$ cat src/rtl/ppu_pkg.sv
// Shared PPU constants: state encodings, CPU register address and status bit positions.
package ppu_pkg;

   localparam logic [7:0]  PPU_ST_FRAME_START = 8'd1;
   localparam logic [7:0]  PPU_ST_VBLANK_WAIT = 8'd8;
   localparam logic [15:0] PPU_STATUS_ADDR    = 16'h2002;

   localparam int unsigned STATUS_BIT_VBL  = 7;
   localparam int unsigned STATUS_BIT_SPR0 = 6;
   localparam int unsigned STATUS_BIT_OVF  = 5;

   // Flags occupy the top num_flags bits; the rest comes from the open-bus latch.
   function automatic logic [7:0] pack_status(input logic [7:0] flags,
                                              input int unsigned num_flags,
                                              input logic [7:0] latch);
      logic [7:0] mask;
      mask = 8'hFF << (8 - num_flags);
      return ((flags << (8 - num_flags)) & mask) | (latch & ~mask);
   endfunction

endpackage

$ cat src/rtl/ppu_status_flags_if.sv
// CPU-side view of the status register: address/read strobe in, live and snapshot data out.
interface ppu_status_flags_if #(
   parameter int unsigned ADDR_W = 16
) ();
   logic [ADDR_W-1:0] cpu_addr;
   logic              cpu_rd;
   logic [7:0]        status_live;
   logic [7:0]        status_rd_data;

   modport master (
      output cpu_addr, cpu_rd,
      input  status_live, status_rd_data
   );

   modport slave (
      input  cpu_addr, cpu_rd,
      output status_live, status_rd_data
   );
endinterface

$ cat src/rtl/ppu_sticky_flag.sv
// One sticky status flag: frame clear beats set, set beats read clear.
module ppu_sticky_flag (
   input  logic clk,
   input  logic rst,
   input  logic frame_clr,
   input  logic set,
   input  logic rd_clr,
   output logic flag_q,
   output logic flag_d
);

   always_comb begin
      flag_d = flag_q;
      if (frame_clr) begin
         flag_d = 1'b0;
      end else if (set) begin
         flag_d = 1'b1;
      end else if (rd_clr) begin
         flag_d = 1'b0;
      end
   end

   always_ff @(posedge clk) begin
      if (rst) begin
         flag_q <= 1'b0;
      end else begin
         flag_q <= flag_d;
      end
   end

endmodule

$ cat src/rtl/ppu_status_flags.sv
// PPU status register: sticky flags, read snapshot, vblank/read race suppression and NMI request.
module ppu_status_flags
   import ppu_pkg::*;
#(
   parameter int unsigned           NUM_FLAGS         = 3,
   parameter int unsigned           STATE_W           = 8,
   parameter logic [STATE_W-1:0]    FRAME_START_STATE = STATE_W'(PPU_ST_FRAME_START),
   parameter logic [STATE_W-1:0]    VBLANK_STATE      = STATE_W'(PPU_ST_VBLANK_WAIT),
   parameter int unsigned           ADDR_W            = 16,
   parameter logic [ADDR_W-1:0]     STATUS_ADDR       = ADDR_W'(PPU_STATUS_ADDR),
   parameter logic [NUM_FLAGS-1:0]  READ_CLR_MASK     = {1'b1, {(NUM_FLAGS-1){1'b0}}}
) (
   input  logic                 clk,
   input  logic                 rst,
   input  logic [STATE_W-1:0]   ppu_state,
   input  logic [NUM_FLAGS-2:0] flag_set,
   input  logic                 nmi_enable,
   input  logic [7:0]           bus_latch,
   ppu_status_flags_if.slave    cpu,
   output logic                 nmi_req
);

   localparam int unsigned VblIdx = NUM_FLAGS - 1;

   logic                 vbl_prev_q, rd_prev_q, suppress_q;
   logic                 suppress_d;
   logic [7:0]           rd_data_q;
   logic                 rd_hit, rd_start, in_vbl, vbl_entry, frame_start, race;
   logic [NUM_FLAGS-1:0] set_vec, clr_vec, flag_q, flag_d;

   always_comb begin
      rd_hit      = cpu.cpu_rd && (cpu.cpu_addr == STATUS_ADDR);
      rd_start    = rd_hit && !rd_prev_q;
      in_vbl      = (ppu_state == VBLANK_STATE);
      vbl_entry   = in_vbl && !vbl_prev_q;
      frame_start = (ppu_state == FRAME_START_STATE);
      race        = vbl_entry && rd_start;
   end

   for (genvar i = 0; i < NUM_FLAGS; i++) begin : g_flag
      if (i == VblIdx) begin : g_vbl
         // A read landing on the entry cycle hides this vblank entirely.
         assign set_vec[i] = vbl_entry && !race;
         assign clr_vec[i] = rd_start && (READ_CLR_MASK[i] || race);
      end else begin : g_ext
         assign set_vec[i] = flag_set[i];
         assign clr_vec[i] = rd_start && READ_CLR_MASK[i];
      end

      ppu_sticky_flag u_flag (
         .clk       (clk),
         .rst       (rst),
         .frame_clr (frame_start),
         .set       (set_vec[i]),
         .rd_clr    (clr_vec[i]),
         .flag_q    (flag_q[i]),
         .flag_d    (flag_d[i])
      );
   end

   always_comb begin
      suppress_d = suppress_q;
      if (frame_start) begin
         suppress_d = 1'b0;
      end else if (race) begin
         suppress_d = 1'b1;
      end
   end

   always_ff @(posedge clk) begin
      if (rst) begin
         vbl_prev_q <= 1'b0;
         rd_prev_q  <= 1'b0;
         suppress_q <= 1'b0;
         rd_data_q  <= 8'h00;
         nmi_req    <= 1'b0;
      end else begin
         vbl_prev_q <= in_vbl;
         rd_prev_q  <= rd_hit;
         suppress_q <= suppress_d;
         if (rd_start) begin
            rd_data_q <= pack_status(8'(flag_q), NUM_FLAGS, bus_latch);
         end
         nmi_req <= flag_d[VblIdx] && nmi_enable && !suppress_d;
      end
   end

   assign cpu.status_live    = pack_status(8'(flag_q), NUM_FLAGS, bus_latch);
   assign cpu.status_rd_data = rd_data_q;

endmodule

$ cat src/flat_wrapper.sv
// flat-port wrapper written by rule: the top's interface ports become plain ports
module ppu_status_flags_flat import ppu_pkg::*;
#(
   parameter int unsigned           NUM_FLAGS         = 3,
   parameter int unsigned           STATE_W           = 8,
   parameter logic [STATE_W-1:0]    FRAME_START_STATE = STATE_W'(PPU_ST_FRAME_START),
   parameter logic [STATE_W-1:0]    VBLANK_STATE      = STATE_W'(PPU_ST_VBLANK_WAIT),
   parameter int unsigned           ADDR_W            = 16,
   parameter logic [ADDR_W-1:0]     STATUS_ADDR       = ADDR_W'(PPU_STATUS_ADDR),
   parameter logic [NUM_FLAGS-1:0]  READ_CLR_MASK     = {1'b1, {(NUM_FLAGS-1){1'b0}}}
)
  (clk, rst, ppu_state, flag_set, nmi_enable, bus_latch, nmi_req, cpu_cpu_addr, cpu_cpu_rd, cpu_status_live, cpu_status_rd_data);
  ppu_status_flags_if #(.ADDR_W(ADDR_W)) cpu_i ();
  input  logic clk;
  input  logic rst;
  input  logic [STATE_W-1:0] ppu_state;
  input  logic [NUM_FLAGS-2:0] flag_set;
  input  logic nmi_enable;
  input  logic [7:0] bus_latch;
  output logic nmi_req;
  input wire logic [$bits(cpu_i.cpu_addr)-1:0] cpu_cpu_addr;
  input wire logic [$bits(cpu_i.cpu_rd)-1:0] cpu_cpu_rd;
  output wire logic [$bits(cpu_i.status_live)-1:0] cpu_status_live;
  output wire logic [$bits(cpu_i.status_rd_data)-1:0] cpu_status_rd_data;
  assign cpu_i.cpu_addr = cpu_cpu_addr;
  assign cpu_i.cpu_rd = cpu_cpu_rd;
  assign cpu_status_live = cpu_i.status_live;
  assign cpu_status_rd_data = cpu_i.status_rd_data;
  ppu_status_flags #(.NUM_FLAGS(NUM_FLAGS), .STATE_W(STATE_W), .FRAME_START_STATE(FRAME_START_STATE), .VBLANK_STATE(VBLANK_STATE), .ADDR_W(ADDR_W), .STATUS_ADDR(STATUS_ADDR), .READ_CLR_MASK(READ_CLR_MASK)) u_core (.clk(clk), .rst(rst), .ppu_state(ppu_state), .flag_set(flag_set), .nmi_enable(nmi_enable), .bus_latch(bus_latch), .cpu(cpu_i), .nmi_req(nmi_req));
endmodule
$ cat config.mk
export PLATFORM = sky130hd
export DESIGN_NAME = ppu_status_flags_flat
export DESIGN_NICKNAME = d
export VERILOG_FILES = /design/src/rtl/ppu_pkg.sv /design/src/rtl/ppu_status_flags_if.sv /design/src/rtl/ppu_sticky_flag.sv /design/src/rtl/ppu_status_flags.sv /design/src/flat_wrapper.sv
export SDC_FILE = /design/constraint.sdc
export NUM_CORES = 1
export LEC_CHECK = 0
export CAP_MARGIN = 10
export CORE_MARGIN = 3
export CORE_UTILIZATION = 37
export DETAILED_ROUTE_END_ITERATION = 10
export PLACE_DENSITY = 0.84
export SKIP_LAST_GASP = 1
export SYNTH_ARGS = -nofsm -noshare
export SYNTH_HDL_FRONTEND = slang
export SYNTH_HIERARCHICAL = 1
export SYNTH_SLANG_ARGS = --single-unit
export TNS_END_PERCENT = 5
$ cat constraint.sdc
create_clock -name clk -period 4.9 [get_ports clk]
set_input_delay 0.735 -clock clk [delete_from_list [all_inputs] [get_ports clk]]
set_output_delay 0.735 -clock clk [all_outputs]
set_load 0.02 [all_outputs]
# Word-level counts from Yosys, hierarchy flattened
# Cells that the tools add are included.
dict set report op_classes {
  mux 5
  eq_ne 3
  n_bitwise 1
  n_reduce_logical 12
}
# cell count
set ops {}
lappend ops {{$eq 16x14->1 const B} 1}
lappend ops {{$eq 8x1->1 const B} 1}
lappend ops {{$eq 8x4->1 const B} 1}
lappend ops {{$or 8x5->8} 1}
lappend ops {{$logic_and 1x1->1} 7}
lappend ops {{$mux 1} 5}
lappend ops {{$logic_not 1->1} 4}
lappend ops {{$reduce_or 2->1} 1}
dict set report totals {
  regBits 15
  out_inout_bits 17
  in_bits 38
}

# Logic depth before layout (Yosys ltp)
dict set report logic_depth {
  depth_word 10
  depth_mapped 9
  depth_no_buf 8
}

# By module
# Netlist, hierarchy kept.
# module area_per_inst_um2 n_inst cells_each
set modules_own_cells {}
lappend modules_own_cells {ppu_status_flags 640.6 1 71}
lappend modules_own_cells {ppu_sticky_flag 55.1 3 5}

# Worst setup path after synthesis
# OpenSTA, ideal clock, no wires.
dict set report synth_path {
  path_type {input to register}
  startpoint {in cpu_cpu_addr[12]}
  endpoint {reg u_core.nmi_req}
  path_slack_ns 2.456
  required_time_ns 4.780
  arrival_time_ns 2.323
  setup_time_ns 0.120
  stages 8
  cell_sequence {or4b_4 -> or4_4 -> buf_6 -> nor2_2 -> nand2b_4 -> a21oi_1 -> nand2_1 -> a211oi_1}
}
dict set report synth_via {
  elab_chain_cells 10
  word_cells_on_any_way 14
  cone_classes {eq/ne (1); mux (5); reduce/logical (8)}
}
# element line
set synth_lines {}
lappend synth_lines {{start, declared} flat_wrapper.sv:21} ;# input wire logic [$bits(cpu_i.cpu_addr)-1:0] cpu_cpu_addr;
lappend synth_lines {{$eq 16x14->1 *} ppu_status_flags.sv:32} ;# rd_hit = cpu.cpu_rd && (cpu.cpu_addr == STATUS_ADDR);
lappend synth_lines {{$logic_and 1x1->1 *} ppu_status_flags.sv:32}
lappend synth_lines {{$logic_and 1x1->1 *} ppu_status_flags.sv:33} ;# rd_start = rd_hit && !rd_prev_q;
lappend synth_lines {{via u_core.rd_start} ppu_status_flags.sv:28} ;# logic rd_hit, rd_start, in_vbl, vbl_entry, frame_start, race;
lappend synth_lines {{$logic_and 1x1->1} ppu_status_flags.sv:37} ;# race = vbl_entry && rd_start;
lappend synth_lines {{$logic_not 1->1} ppu_status_flags.sv:43} ;# assign set_vec[i] = vbl_entry && !race;
lappend synth_lines {{$logic_and 1x1->1} ppu_status_flags.sv:43}
lappend synth_lines {{$mux 1 *} ppu_sticky_flag.sv:16} ;# end else if (set) begin
lappend synth_lines {{$mux 1 *} ppu_sticky_flag.sv:14} ;# if (frame_clr) begin
lappend synth_lines {{via u_core.flag_d[2]} ppu_status_flags.sv:29} ;# logic [NUM_FLAGS-1:0] set_vec, clr_vec, flag_q, flag_d;
lappend synth_lines {{$logic_and 1x1->1 * (2 in series)} ppu_status_flags.sv:84} ;# nmi_req <= flag_d[VblIdx] && nmi_enable && !suppress_d;
lappend synth_lines {{end signal, assigned} ppu_status_flags.sv:84}
lappend synth_lines {{end, declared} ppu_status_flags.sv:20} ;# output logic nmi_req
# Mark *: on every way through the listed nets, which the timed path passes. The rest lies on a longest branch.
# A chain may end at the register's enable or synchronous reset.

# Worst setup path after layout
# Same ends and word-level chain as after synthesis.

==> out/metrics.yaml <==
clkSlewWorstSetupHoldPaths_ns: 0.08
synthCells: 84
worst_slew_pin_slew_ns: 0.613
fp-row-count: 16
dpl.hpwl_um: 1660
post_cts_buffers: 0
worstPathMaxFanout: 10
fillers: 159
rsz0062_at_grt: "no"
cts_resized: 0
numPortBuffers: 51
root_buffer: "clkbuf_4"
diodes: 0
num_io_pins: 55
antenna_found_initial: 0
multi_input_area_um2: 413
antenna_left: 0
hold_end: "u_core/cpu.status_rd_data[0]"
hold_start: "u_core/cpu.status_rd_data[0]"
hold_depth: 2
overflow: 0
cts_buffer_depth: 2
layout_setup_ws_ns: 2.26
grt_max_degree: 16
postSynthAreaPerCell_um2: 9.47
start_util_pct: 39.7
vias: 801
maxSlewViolCount: 0
max_freq_ghz: 0.378
syn2layout_area_growth_pct: 63.7
fin_nets: 171
wl_per_cell_um: 12.7
r2r-end: "u_core/nmi_req"
finClkSkew_ns: 0.00517
ff2ff_path_depth: 8
setup_viol_count_final: 0
drt-pass1-iter-count: 2
place_ws_ns: 1.94
hold_viol_final: 0
peakVddDrop_v: 0.0000824
crit_path_start_kind: "input port"
clkSinkCount: 15
grt_pass1_vias: 778
die_w_um: 52.4
power_mw: 0.239
syn_area_um2: 796
stdcell_count: 159
regToRegSetupSlack_ns: 3.10
required_ns: 5.03
layout_min_cycle_time_ns: 2.64
cap_violations: 0
htreeDepth: 1
clock_latency_ns: 0.27
design.die.area_um2: 2740
leakagePower_nw: 0.446
die_h_um: 52.4
seq_area_um2: 300
crit_type: "in2reg"
grt_pass1_wl_um: 3260
hold_slack_ns: 0.479
routed_via_density: 5.04
final_util_pct: 65.1
fin_crit_sh_pct: 54.0
drc: 0
drtIter0Drc: 8
cts_buffers: 3
grt_usage_pct: 15.5
setup_tns_ns: 0
endpoint_kind: "flip-flop"
placedInstanceArea_um2: 1280
dp.cells: 155
crit_arrival_ns: 2.78
timing.rr.start: "u_core/rd_prev_q"
core_um2: 2000
run_status: "complete, no violations"
stdcell_area_um2: 1300
p_per_area_nw_per_um2: 184
holdBufCountCts: 0
postRouteWirelength_um: 2020
max_slew_margin_pct: 59.0
yosys_warnings: 6
layout-drive-gt1-share_pct: 11.4
hp-class: "reg2reg"
cts_tree: "yes"
place.gp.congestion: 0.681
[metal layers]
layer  vias up  track usage (%)  wire (um)
li1        403                -          -
met1       361             17.0        806
met2        37             28.7       1000
met3         0             3.70        212
met4         0             4.68          0
met5         -                0          0
[final cells by class]
| class | count | share of cell area [%] |
|---|---|---|
| well taps | 27 | 2.59 |
| flip-flops and latches | 15 | 23.1 |
| inverters | 5 | 1.44 |
| multi-input cells | 57 | 31.7 |
| repair buffers | 51 | 39.2 |
| clock buffers | 4 | 2.02 |
[registers in the layout (all words and copies together), names as in the netlist]
signal and flops:
u_core/rd_prev_q 1, u_core/nmi_req 1, u_core/g_flag.u_flag/flag_q 3, u_core/vbl_prev_q 1
u_core/cpu.status_rd_data 8, u_core/suppress_q 1
[critical path, stage by stage]
cell and delay [ns]:
clkdlybuf4s50_1 0.40, or4b_4 0.57, or4_4 0.59, nor2_2 0.16, nand2b_4 0.15, a21oi_1 0.06
nand2_1 0.07, a211oi_1 0.04
[worst max-delay path by stage]
stage,from,end,slack (ns),cells after the start
2_1_floorplan,cpu_cpu_addr[12],u_core/nmi_req,2.46,8
3_5_place_dp,cpu_cpu_addr[12],u_core/nmi_req,1.94,8
3_3_place_gp,cpu_cpu_addr[12],u_core/nmi_req,1.99,8
5_1_grt,cpu_cpu_addr[12],u_core/nmi_req,2.14,9
4_1_cts,cpu_cpu_addr[12],u_core/nmi_req,2.24,8
6_report,cpu_cpu_addr[12],u_core/nmi_req,2.26,8
[power breakdown]
part | internal [mW] | switching (mW) | leakage [nW] | total, mW
sequential | 0.123 | 0.00138 | 0.121 | 0.124
combinational | 0.0330 | 0.0153 | 0.310 | 0.0483
clock | 0.0315 | 0.0353 | 0.0150 | 0.0668
total | 0.187 | 0.0520 | 0.446 | 0.239
[cell usage in the layout, fill, tap and decap left out, types with 3 or more instances in the layout]
| cell | count |
|---|---|
| a211oi_2 | 3 |
| a21oi_1 | 9 |
| clkbuf_4 | 3 |
| clkdlybuf4s50_1 | 51 |
| dfxtp_1 | 15 |
| inv_1 | 4 |
| nand2_1 | 3 |
| nand2b_4 | 3 |
| nand4_1 | 8 |
| nor3_1 | 4 |
| o21ai_1 | 8 |
Power figures use the tool's default switching activity.
